--- src/rtl/bist_pkg.sv ---
// Shared definitions for the memory BIST blocks: FSM encoding and default
// address/data widths used by the controller, memory model and fail logger.
package bist_pkg;

  localparam int BIST_ADDR_W = 8;
  localparam int BIST_DATA_W = 8;

  typedef enum logic [1:0] {
    ST_IDLE = 2'd0,
    ST_RUN  = 2'd1,
    ST_HOLD = 2'd2
  } state_e;

endpackage

--- src/rtl/bist_fail_fifo.sv ---
// Fail-entry FIFO: registered storage with extra-MSB pointers, so full and
// empty can be told apart without a separate occupancy counter.
module bist_fail_fifo #(
  parameter int DEPTH = 4,
  parameter int WIDTH = 16
) (
  input  logic             clk,
  input  logic             rst,
  input  logic             clr,
  input  logic             push,
  input  logic [WIDTH-1:0] push_data,
  input  logic             pop,
  output logic             full,
  output logic             empty,
  output logic [WIDTH-1:0] head
);

  localparam int AW    = $clog2(DEPTH);
  localparam int PTR_W = AW + 1;

  logic [PTR_W-1:0] wr_ptr_q, wr_ptr_d;
  logic [PTR_W-1:0] rd_ptr_q, rd_ptr_d;
  logic [WIDTH-1:0] mem_q [DEPTH];
  logic             do_push, do_pop;

  always_comb begin
    empty = (wr_ptr_q == rd_ptr_q);
    full  = (wr_ptr_q[AW] != rd_ptr_q[AW]) &&
            (wr_ptr_q[AW-1:0] == rd_ptr_q[AW-1:0]);
    head  = mem_q[rd_ptr_q[AW-1:0]];
  end

  // A pop frees the slot in the same cycle, so a push into a full FIFO is legal then.
  always_comb begin
    do_pop   = pop && !empty;
    do_push  = push && (!full || do_pop);
    wr_ptr_d = wr_ptr_q;
    rd_ptr_d = rd_ptr_q;
    if (clr) begin
      wr_ptr_d = '0;
      rd_ptr_d = '0;
    end else begin
      if (do_push) wr_ptr_d = wr_ptr_q + PTR_W'(1);
      if (do_pop)  rd_ptr_d = rd_ptr_q + PTR_W'(1);
    end
  end

  always_ff @(posedge clk or negedge rst) begin
    if (!rst) begin
      wr_ptr_q <= '0;
      rd_ptr_q <= '0;
    end else begin
      wr_ptr_q <= wr_ptr_d;
      rd_ptr_q <= rd_ptr_d;
    end
  end

  always_ff @(posedge clk) begin
    if (do_push && !clr) mem_q[wr_ptr_q[AW-1:0]] <= push_data;
  end

endmodule

--- src/rtl/bist_fail_log.sv ---
// BIST fail logger: sticky fail flag, saturating mismatch counter, overflow
// flag and a FIFO of the first failing addresses with their XOR syndromes.
module bist_fail_log
  import bist_pkg::*;
#(
  parameter int ADDR_W = BIST_ADDR_W,
  parameter int DATA_W = BIST_DATA_W,
  parameter int DEPTH  = 4,
  parameter int CNT_W  = 8
) (
  input  logic              clk,
  input  logic              rst,
  input  logic              start,
  input  logic              done,
  input  logic              cmp_valid,
  input  logic [ADDR_W-1:0] cmp_addr,
  input  logic [DATA_W-1:0] cmp_exp,
  input  logic [DATA_W-1:0] cmp_act,
  output logic              status,
  output logic [CNT_W-1:0]  fail_cnt,
  output logic              overflow,
  output logic              busy,
  output logic              log_valid,
  output logic [ADDR_W-1:0] log_addr,
  output logic [DATA_W-1:0] log_syn,
  input  logic              log_ready
);

  localparam int ENT_W = ADDR_W + DATA_W;

  function automatic logic [CNT_W-1:0] sat_inc(input logic [CNT_W-1:0] v);
    return (&v) ? v : v + CNT_W'(1);
  endfunction

  state_e           state_q, state_d;
  logic             status_q, status_d;
  logic [CNT_W-1:0] cnt_q, cnt_d;
  logic             ovf_q, ovf_d;
  logic             mismatch, pop, push, fifo_full, fifo_empty;
  logic [ENT_W-1:0] fifo_head;

  // State register
  always_ff @(posedge clk or negedge rst) begin
    if (!rst) state_q <= ST_IDLE;
    else      state_q <= state_d;
  end

  // Next state: start re-arms from any state and beats done
  always_comb begin
    state_d = state_q;
    if (start) begin
      state_d = ST_RUN;
    end else begin
      case (state_q)
        ST_RUN:  if (done) state_d = ST_HOLD;
        ST_IDLE: state_d = ST_IDLE;
        ST_HOLD: state_d = ST_HOLD;
        default: state_d = ST_IDLE;
      endcase
    end
  end

  // Outputs decoded from state
  always_comb begin
    busy = (state_q == ST_RUN);
  end

  always_comb begin
    mismatch = (state_q == ST_RUN) && cmp_valid && (cmp_exp != cmp_act) && !start;
    pop      = !fifo_empty && log_ready && !start;
    push     = mismatch && (!fifo_full || pop);
    status_d = status_q;
    cnt_d    = cnt_q;
    ovf_d    = ovf_q;
    if (start) begin
      status_d = 1'b0;
      cnt_d    = '0;
      ovf_d    = 1'b0;
    end else if (mismatch) begin
      status_d = 1'b1;
      cnt_d    = sat_inc(cnt_q);
      if (fifo_full && !pop) ovf_d = 1'b1;
    end
  end

  always_ff @(posedge clk or negedge rst) begin
    if (!rst) begin
      status_q <= 1'b0;
      cnt_q    <= '0;
      ovf_q    <= 1'b0;
    end else begin
      status_q <= status_d;
      cnt_q    <= cnt_d;
      ovf_q    <= ovf_d;
    end
  end

  bist_fail_fifo #(
    .DEPTH (DEPTH),
    .WIDTH (ENT_W)
  ) u_fifo (
    .clk       (clk),
    .rst       (rst),
    .clr       (start),
    .push      (push),
    .push_data ({cmp_addr, cmp_exp ^ cmp_act}),
    .pop       (pop),
    .full      (fifo_full),
    .empty     (fifo_empty),
    .head      (fifo_head)
  );

  // Head is masked while empty so uninitialised storage never reaches the port
  always_comb begin
    status    = status_q;
    fail_cnt  = cnt_q;
    overflow  = ovf_q;
    log_valid = !fifo_empty;
    log_addr  = log_valid ? fifo_head[ENT_W-1:DATA_W] : '0;
    log_syn   = log_valid ? fifo_head[DATA_W-1:0]     : '0;
  end

endmodule

--- config.mk ---
export PLATFORM = sky130hd
export DESIGN_NAME = bist_fail_log
export DESIGN_NICKNAME = d
export VERILOG_FILES = /design/src/rtl/bist_pkg.sv /design/src/rtl/bist_fail_fifo.sv /design/src/rtl/bist_fail_log.sv
export SDC_FILE = /design/constraint.sdc
export NUM_CORES = 1
export LEC_CHECK = 0
export BUFFER_PORTS_ARGS = -buffer_cell sky130_fd_sc_hd__buf_2
export CORE_UTILIZATION = 45
export CTS_CLUSTER_SIZE = 16
export DETAILED_ROUTE_END_ITERATION = 16
export GPL_TIMING_DRIVEN = 0
export HOLD_SLACK_MARGIN = 0.15
export PLACE_DENSITY_LB_ADDON = 0.12
export SKIP_LAST_GASP = 1
export SYNTH_ARGS = -nofsm -noshare
export SYNTH_HDL_FRONTEND = slang
export SYNTH_SLANG_ARGS = --single-unit
--- constraint.sdc ---
create_clock -name clk -period 3.29 [get_ports clk]
set_input_delay 0.329 -clock clk [delete_from_list [all_inputs] [get_ports clk]]
set_output_delay 0.329 -clock clk [all_outputs]
set_load 0.01 [all_outputs]
==> impl_metrics.toml, run 1 <==
[worst_setup_path]
crit_required_ns = 2.96
ff2ff_setup_slack_ns = 0.68
worstSetupStartpointType = "flop"
arrival_ns = 2.38
crit_path_end_kind = "output port"
rr_startpoint = "u_fifo.rd_ptr_q[1]"
cp_max_fo = 10
critPathKind = "reg2out"
r2r_cells = 6
regToRegEndpoint = "u_fifo.mem_q[2][0]"

[placement]
portBuffers = 57
hpwl_um = 4430
postPlaceCellArea_mm2 = 0.00408
gp_congestion = 0.740

[global_routing]
grt_max_degree = 19
grt_usage = 0.164
grt_pass1_vias = 2067
grt_pass1_wl_um = 10200
overflow = 0
antenna_found_initial = 0

[yosys]
netlist_area_mm2 = 0.00360
synth_commonest_cells = "64 x edfxtp_1, 18 x dfrtp_1, 17 x and2_1"
synth_top_flop_cell = "edfxtp_1"
yosysMostFrequentCell = "edfxtp_1"
ys_types = 41
syn_inst = 226
yosysTopAreaCell = "edfxtp_1"
synthesis.nets = 263
yosysWarnings = 0
yosysTopAreaCellShare = 0.533
syn_area_per_cell_um2 = 15.9
synth.area.top_cells = "edfxtp_1 53%, dfrtp_1 13%, mux4_2 10%"
async_flop_share = 0.220
synth_seq_cells = 82
ys_seq_area_frac = 0.658
synth_edf_count = 64

[sta]
min_period_ns = 2.71
clock_skew_ns = 0.0133
tightest_slew_ns = 0.787
setup_viol_count_final = 0
rsz0062_at_grt = "no"
slew_headroom = 0.473
fin_crit_sh = 0.822
finalMaxSlewViolations = 0
timing.final.hold_violations = 0
finalSetupTns_ns = 0
holdWs_ns = 0.193
clock.fmax_mhz = 370

[drt]
dr.pass1.iters = 4
wl_per_cell_um = 15.5
routed-via-count = 2074
antenna_left = 0
route.detailed.drc = 0
drt-total-wl_um = 6300
via_per_inst = 5.11
drtIter0Drc = 90

[power_and_ir_drop]
combPwrFrac = 0.169
ir_worst_vdd_mv = 0.308
swShare = 0.255
power_frac_seq = 0.486
p_per_area_mw_per_mm2 = 553
power_frac_clock = 0.345
power_switching_uw = 609
leakagePower_nw = 1.67
p_int_mw = 1.78

[cts]
htreeDepth = 3
cts_tree = "yes"
cts.path.max_buffers = 2
cts.reportedPaths.clkPinSlew_ns = 0.09
cts_buffers = 9
root_buffer = "clkbuf_8"
cts_setup_buffers = 0
clock_latency_ns = 0.35
numClockSinks = 82

[min_path]
hold_path.class = "in2reg"
min_from = "cmp_addr[1]"
hold_end = "u_fifo.mem_q[2][9]"
hold_depth = 1

[floorplanning]
core_area_mm2 = 0.00773
dieArea_mm2 = 0.00837
rows = 32
io_pins = 58
die_w_um = 91.5
die_h_um = 91.5
start_util = 0.466

[run_status]
outcome = "complete, no violations"

[finish]
final_area_mm2 = 0.00432
finalNetCount = 336
antenna_cells = 0
postLayoutCoreUtil = 0.559
area_delta_synth_final_pct = 19.9
final_layout_size_suffix_gt1_frac = 0.352

[run]
cap_viol_max_count = 0
stage by stage:
step                      total power, mW  worst slack [ns]  instances
after floorplan                      1.45             0.403        226
after global placement               1.59            -0.902        385
after detailed placement             1.60             0.626        389
after CTS                            2.42             0.514        406
after global routing                 2.49             0.384        406
final                                2.39             0.585        406
worst max-delay path, cell delays in order, from the launching register on:
cell and delay (ns):
dfrtp_1 0.35, clkbuf_1 0.42, clkbuf_1 0.55, mux4_2 0.39, and2_1 0.18, buf_2 0.13
registers in the layout, summed over array words and instances, names as in the netlist:
register / cells
fail_cnt: 8
u_fifo.wr_ptr_q: 3
u_fifo.mem_q: 64
state_q: 2
status: 1
overflow: 1
u_fifo.rd_ptr_q: 3
what timing repair did:
item | in CTS | in global routing
gates resized for setup | 0 | 0
hold buffers | 1 | 0
endpoints found under the hold margin | 18 | 0
power by group through the flow:
| stage | registers, mW | clock network, mW | logic [mW] |
|---|---|---|---|
| final | 1.16 | 0.823 | 0.404 |
| after global routing | 1.17 | 0.880 | 0.448 |
| after CTS | 1.16 | 0.840 | 0.417 |
| after detailed placement | 1.18 | 0 | 0.415 |
| after global placement | 1.19 | 0 | 0.405 |
| after floorplan | 1.18 | 0 | 0.266 |
routing by layer:
metal  up-vias  GRT usage  wire length [um]
met5         -          0                 0
met4         0     0.0635                52
met3         4     0.0327               232
met2        51      0.273              3230
met1      1029      0.211              2790
li1        990          -                 -
how the worst max path moves through the flow:
stage	start	to	slack, ns	cells past startpoint
3_5_place_dp	u_fifo.rd_ptr_q[1]	u_fifo.mem_q[2][10]	0.63	6
5_1_grt	u_fifo.rd_ptr_q[1]	log_addr[5]	0.38	5
2_1_floorplan	state_q[1]	u_fifo.mem_q[0][0]	0.40	6
6_report	u_fifo.rd_ptr_q[1]	log_syn[1]	0.58	5
4_1_cts	u_fifo.rd_ptr_q[1]	log_syn[0]	0.51	5
3_3_place_gp	u_fifo.rd_ptr_q[1]	u_fifo.mem_q[2][1]	-0.90	5
cells by family after synthesis:
family,Yosys count,synth area share
DFF,82,0.658
and+or+nand+nor,69,0.107
muxes,23,0.122
buffers and inverters,18,0.0219
xor gates and xnor gates,16,0.0389
AOI/OAI and AO/OA,11,0.0274
adders and majority gates,7,0.0243
layout by cell type (no fill, tap or decap), types with 2 or more instances in the layout:
cell	count
and2_1	17
and3_1	2
buf_2	59
buf_6	5
bufinv_16	2
clkbuf_1	7
clkbuf_8	9
dfrtp_1	18
edfxtp_1	64
ha_1	7
inv_1	7
inv_6	3
mux2_1	3
mux2i_1	3
mux4_2	16
nand2_1	5
nand2b_1	4
nand3_1	4
nand4_1	2
nor2_1	15
nor2b_1	4
nor3_1	4
nor3b_2	3
nor4_1	2
o2111ai_1	2
xnor2_1	4
xor2_1	12
final cells by class:
cell class / instances / area [um^2]
Fill cell: 649 / 3410
Sequential cell: 82 / 2370
Multi-Input combinational cell: 126 / 1170
Timing Repair Buffer: 62 / 340
Tap cell: 102 / 128
Clock buffer: 9 / 124
Clock inverter: 7 / 105
Buffer: 11 / 52.6
Inverter: 7 / 26.3
(Power assumes the default switching activity.)
==> run 2, diff against run 1 <==
--- a/config.mk
+++ b/config.mk
@@ -5,6 +5,7 @@
 export SDC_FILE = /design/constraint.sdc
 export NUM_CORES = 1
 export LEC_CHECK = 0
+export ABC_AREA = 1
 export BUFFER_PORTS_ARGS = -buffer_cell sky130_fd_sc_hd__buf_2
 export CORE_UTILIZATION = 45
 export CTS_CLUSTER_SIZE = 16
==> constraint.sdc (replaced) <==
create_clock -name clk -period 2.31 [get_ports clk]
set_input_delay 0.231 -clock clk [delete_from_list [all_inputs] [get_ports clk]]
set_output_delay 0.231 -clock clk [all_outputs]
set_load 0.01 [all_outputs]
==> run 2 against run 1 <==
Effect of this change:
- final cell count grew 43%
- clock-buffer cell count rose by 2
- critical endpoint is now u_fifo.mem_q[3][14]
- largest power group unchanged
- critical path depth up 3
- flip-flop and latch count did not move
- clock power increased by 47%
- clock skew shrank 0.0061 ns
- setup slack got worse by 0.48 ns
- sequential share of layout area shrank 5.0 points
- power up 69%
- via count up 34%
==> impl_metrics.toml, run 2 <==
[run_status]
outcome = "complete, no violations"

[global_routing]
overflow = 0
grt_max_degree = 19
antenna_found_initial = 0
grt_pass1_wl_um = 13000
grt_pass1_vias = 2639
grt_usage = 0.199

[yosys]
yosysTopAreaCell = "edfxtp_1"
netlist_area_mm2 = 0.00386
yosysWarnings = 0
yosysMostFrequentCell = "nand2_1"
yosysTopAreaCellShare = 0.498
ys_types = 30
synthesis.nets = 418
ys_seq_area_frac = 0.615
synth_edf_count = 64
synth_top_flop_cell = "edfxtp_1"
syn_area_per_cell_um2 = 10.1
synth.area.top_cells = "edfxtp_1 50%, dfrtp_1 12%, nand2_1 7.7%"
synth_seq_cells = 82
synth_commonest_cells = "79 x nand2_1, 64 x edfxtp_1, 50 x inv_1"
syn_inst = 381
async_flop_share = 0.220

[cts]
cts_buffers = 9
root_buffer = "clkbuf_8"
cts.path.max_buffers = 2
cts.reportedPaths.clkPinSlew_ns = 0.08
clock_latency_ns = 0.35
htreeDepth = 3
cts_tree = "yes"
numClockSinks = 82

[sta]
tightest_slew_ns = 0.585
fin_crit_sh = 0.956
worst_slack_ns = 0.101
finalSetupTns_ns = 0
clock_skew_ns = 0.00719
clock.fmax_mhz = 453
holdWs_ns = 0.181
min_period_ns = 2.21
rsz0062_at_grt = "yes"
timing.final.hold_violations = 0
finalMaxSlewViolations = 0
slew_headroom = 0.610
setup_viol_count_final = 0

[floorplanning]
rows = 33
start_util = 0.467
dieArea_mm2 = 0.00895
core_area_mm2 = 0.00826
die_w_um = 94.6
die_h_um = 94.6
io_pins = 58

[placement]
dp_cells = 547
hpwl_um = 5410
gp_congestion = 0.764
portBuffers = 56
place_ws_ns = -0.149

[drt]
routed-via-count = 2789
route.detailed.drc = 0
drtIter0Drc = 113
drt-total-wl_um = 8170
antenna_left = 0
via_per_inst = 4.82
wl_per_cell_um = 14.1
dr.pass1.iters = 4

[run]
cap_viol_max_count = 0

[worst_setup_path]
worstSetupStartpointType = "flop"
max_stage_delay_ns = 0.41
critPathKind = "reg2reg"
crit_path_end_kind = "flop"
cp_top_family = "simple AND/OR/NAND/NOR gates"
crit_required_ns = 2.37
cp_max_fo = 6
cp_num_buf_inv = 4
slowest_stage = "nand3_1"
cp_cell_sequence = "inv_1, ha_1, nand2_1, inv_1, nand3_1, nor3b_4, buf_6, buf_6"
arrival_ns = 2.27

[finish]
final_common_cell = "nand2_1"
area_delta_synth_final_pct = 23.3
final_layout_size_suffix_gt1_frac = 0.247
finalNetCount = 506
antenna_cells = 0
final_cells = 579
final_cell_mix = "79 x nand2_1, 64 x edfxtp_1, 61 x buf_2"
largest_reg_flops = 64

[min_path]
hold_path.class = "in2reg"

[power_and_ir_drop]
leakagePower_nw = 2.17
p_per_area_mw_per_mm2 = 846
ir_worst_vdd_mv = 0.386
==> run 2: changes by cell type in the layout (fill, tap and decap cells not counted), sizes merged, moves of 17 or more <==
cell,previous run,this run
and2,17,0
inv,11,54
nand2,5,87
nor2,17,49
o21ai,0,35
==> run 2: worst paths after layout <==
path                                  endpoint  slack [ns]       start  cells after the start
max in group asynchronous   u_fifo.rd_ptr_q[1]        1.62         rst                      2
hold / removal              u_fifo.rd_ptr_q[2]        0.18   log_ready                      3
min in group asynchronous   u_fifo.wr_ptr_q[0]        0.37         rst                      2
setup / recovery           u_fifo.mem_q[3][14]        0.10  state_q[1]                      8
hold reg to reg                         status        0.50      status                      2
setup reg to reg           u_fifo.mem_q[3][14]        0.10  state_q[1]                      8
==> run 2: routing by layer <==
| layer | track usage | up-vias | part of all wire |
|---|---|---|---|
| met4 | 0.0846 | 0 | 0.020 |
| met2 | 0.329 | 76 | 0.48 |
| met3 | 0.0274 | 14 | 0.049 |
| li1 | - | 1430 | - |
| met5 | 0 | - | 0 |
| met1 | 0.262 | 1269 | 0.45 |
==> run 2: area by class of cell <==
class                      instances  area, um^2
fill                             739        3500
tap                              105         131
timing repair buffer              77         482
buffer                            13        67.6
multi-input combinational        231        1260
clock inverter                     5         103
sequential                        82        2370
inverter                          55         206
clock buffer                      11         131
==> run 2: cells by family after synthesis <==
kind of cell,count (synthesis),share of synthesized area
and+or+nand+nor,161,0.188
DFF,82,0.615
buffers and inverters,68,0.0694
AOI/OAI and AO/OA,54,0.0827
xor gates and xnor gates,9,0.0224
adders and majority gates,7,0.0227
==> run 2: where the power goes <==
| group | internal [mW] | total [mW] | switching, mW |
|---|---|---|---|
| clock | 0.717 | 1.21 | 0.495 |
| combinational | 0.408 | 1.11 | 0.700 |
| sequential | 1.66 | 1.71 | 0.0479 |
==> run 2: worst reg2reg max path: cells and delay by family, from the launching register on <==
family / cells / cell delay, ns
AND/OR/NAND/NOR: 3 / 0.84
flip-flops: 1 / 0.38
buffers and inverters: 4 / 0.52
adder cells (fa/ha/maj): 1 / 0.19
==> run 2: metrics by stage <==
stage                     area, um^2   util  power, mW
after floorplan                 3860      -       2.42
after global placement          4270  0.517       2.79
after detailed placement        4350  0.526       2.81
after CTS                       4740  0.574       4.05
after global routing            4760  0.576       4.25
final                           4760  0.576       4.03
==> run 2: timing repair <==
item	in CTS	in global routing
hold buffers	10	0
setup endpoints to repair	38	29
endpoints found under the hold margin	51	0
pin swaps	1	1
buffers inserted	5	1
resized for setup	4	11
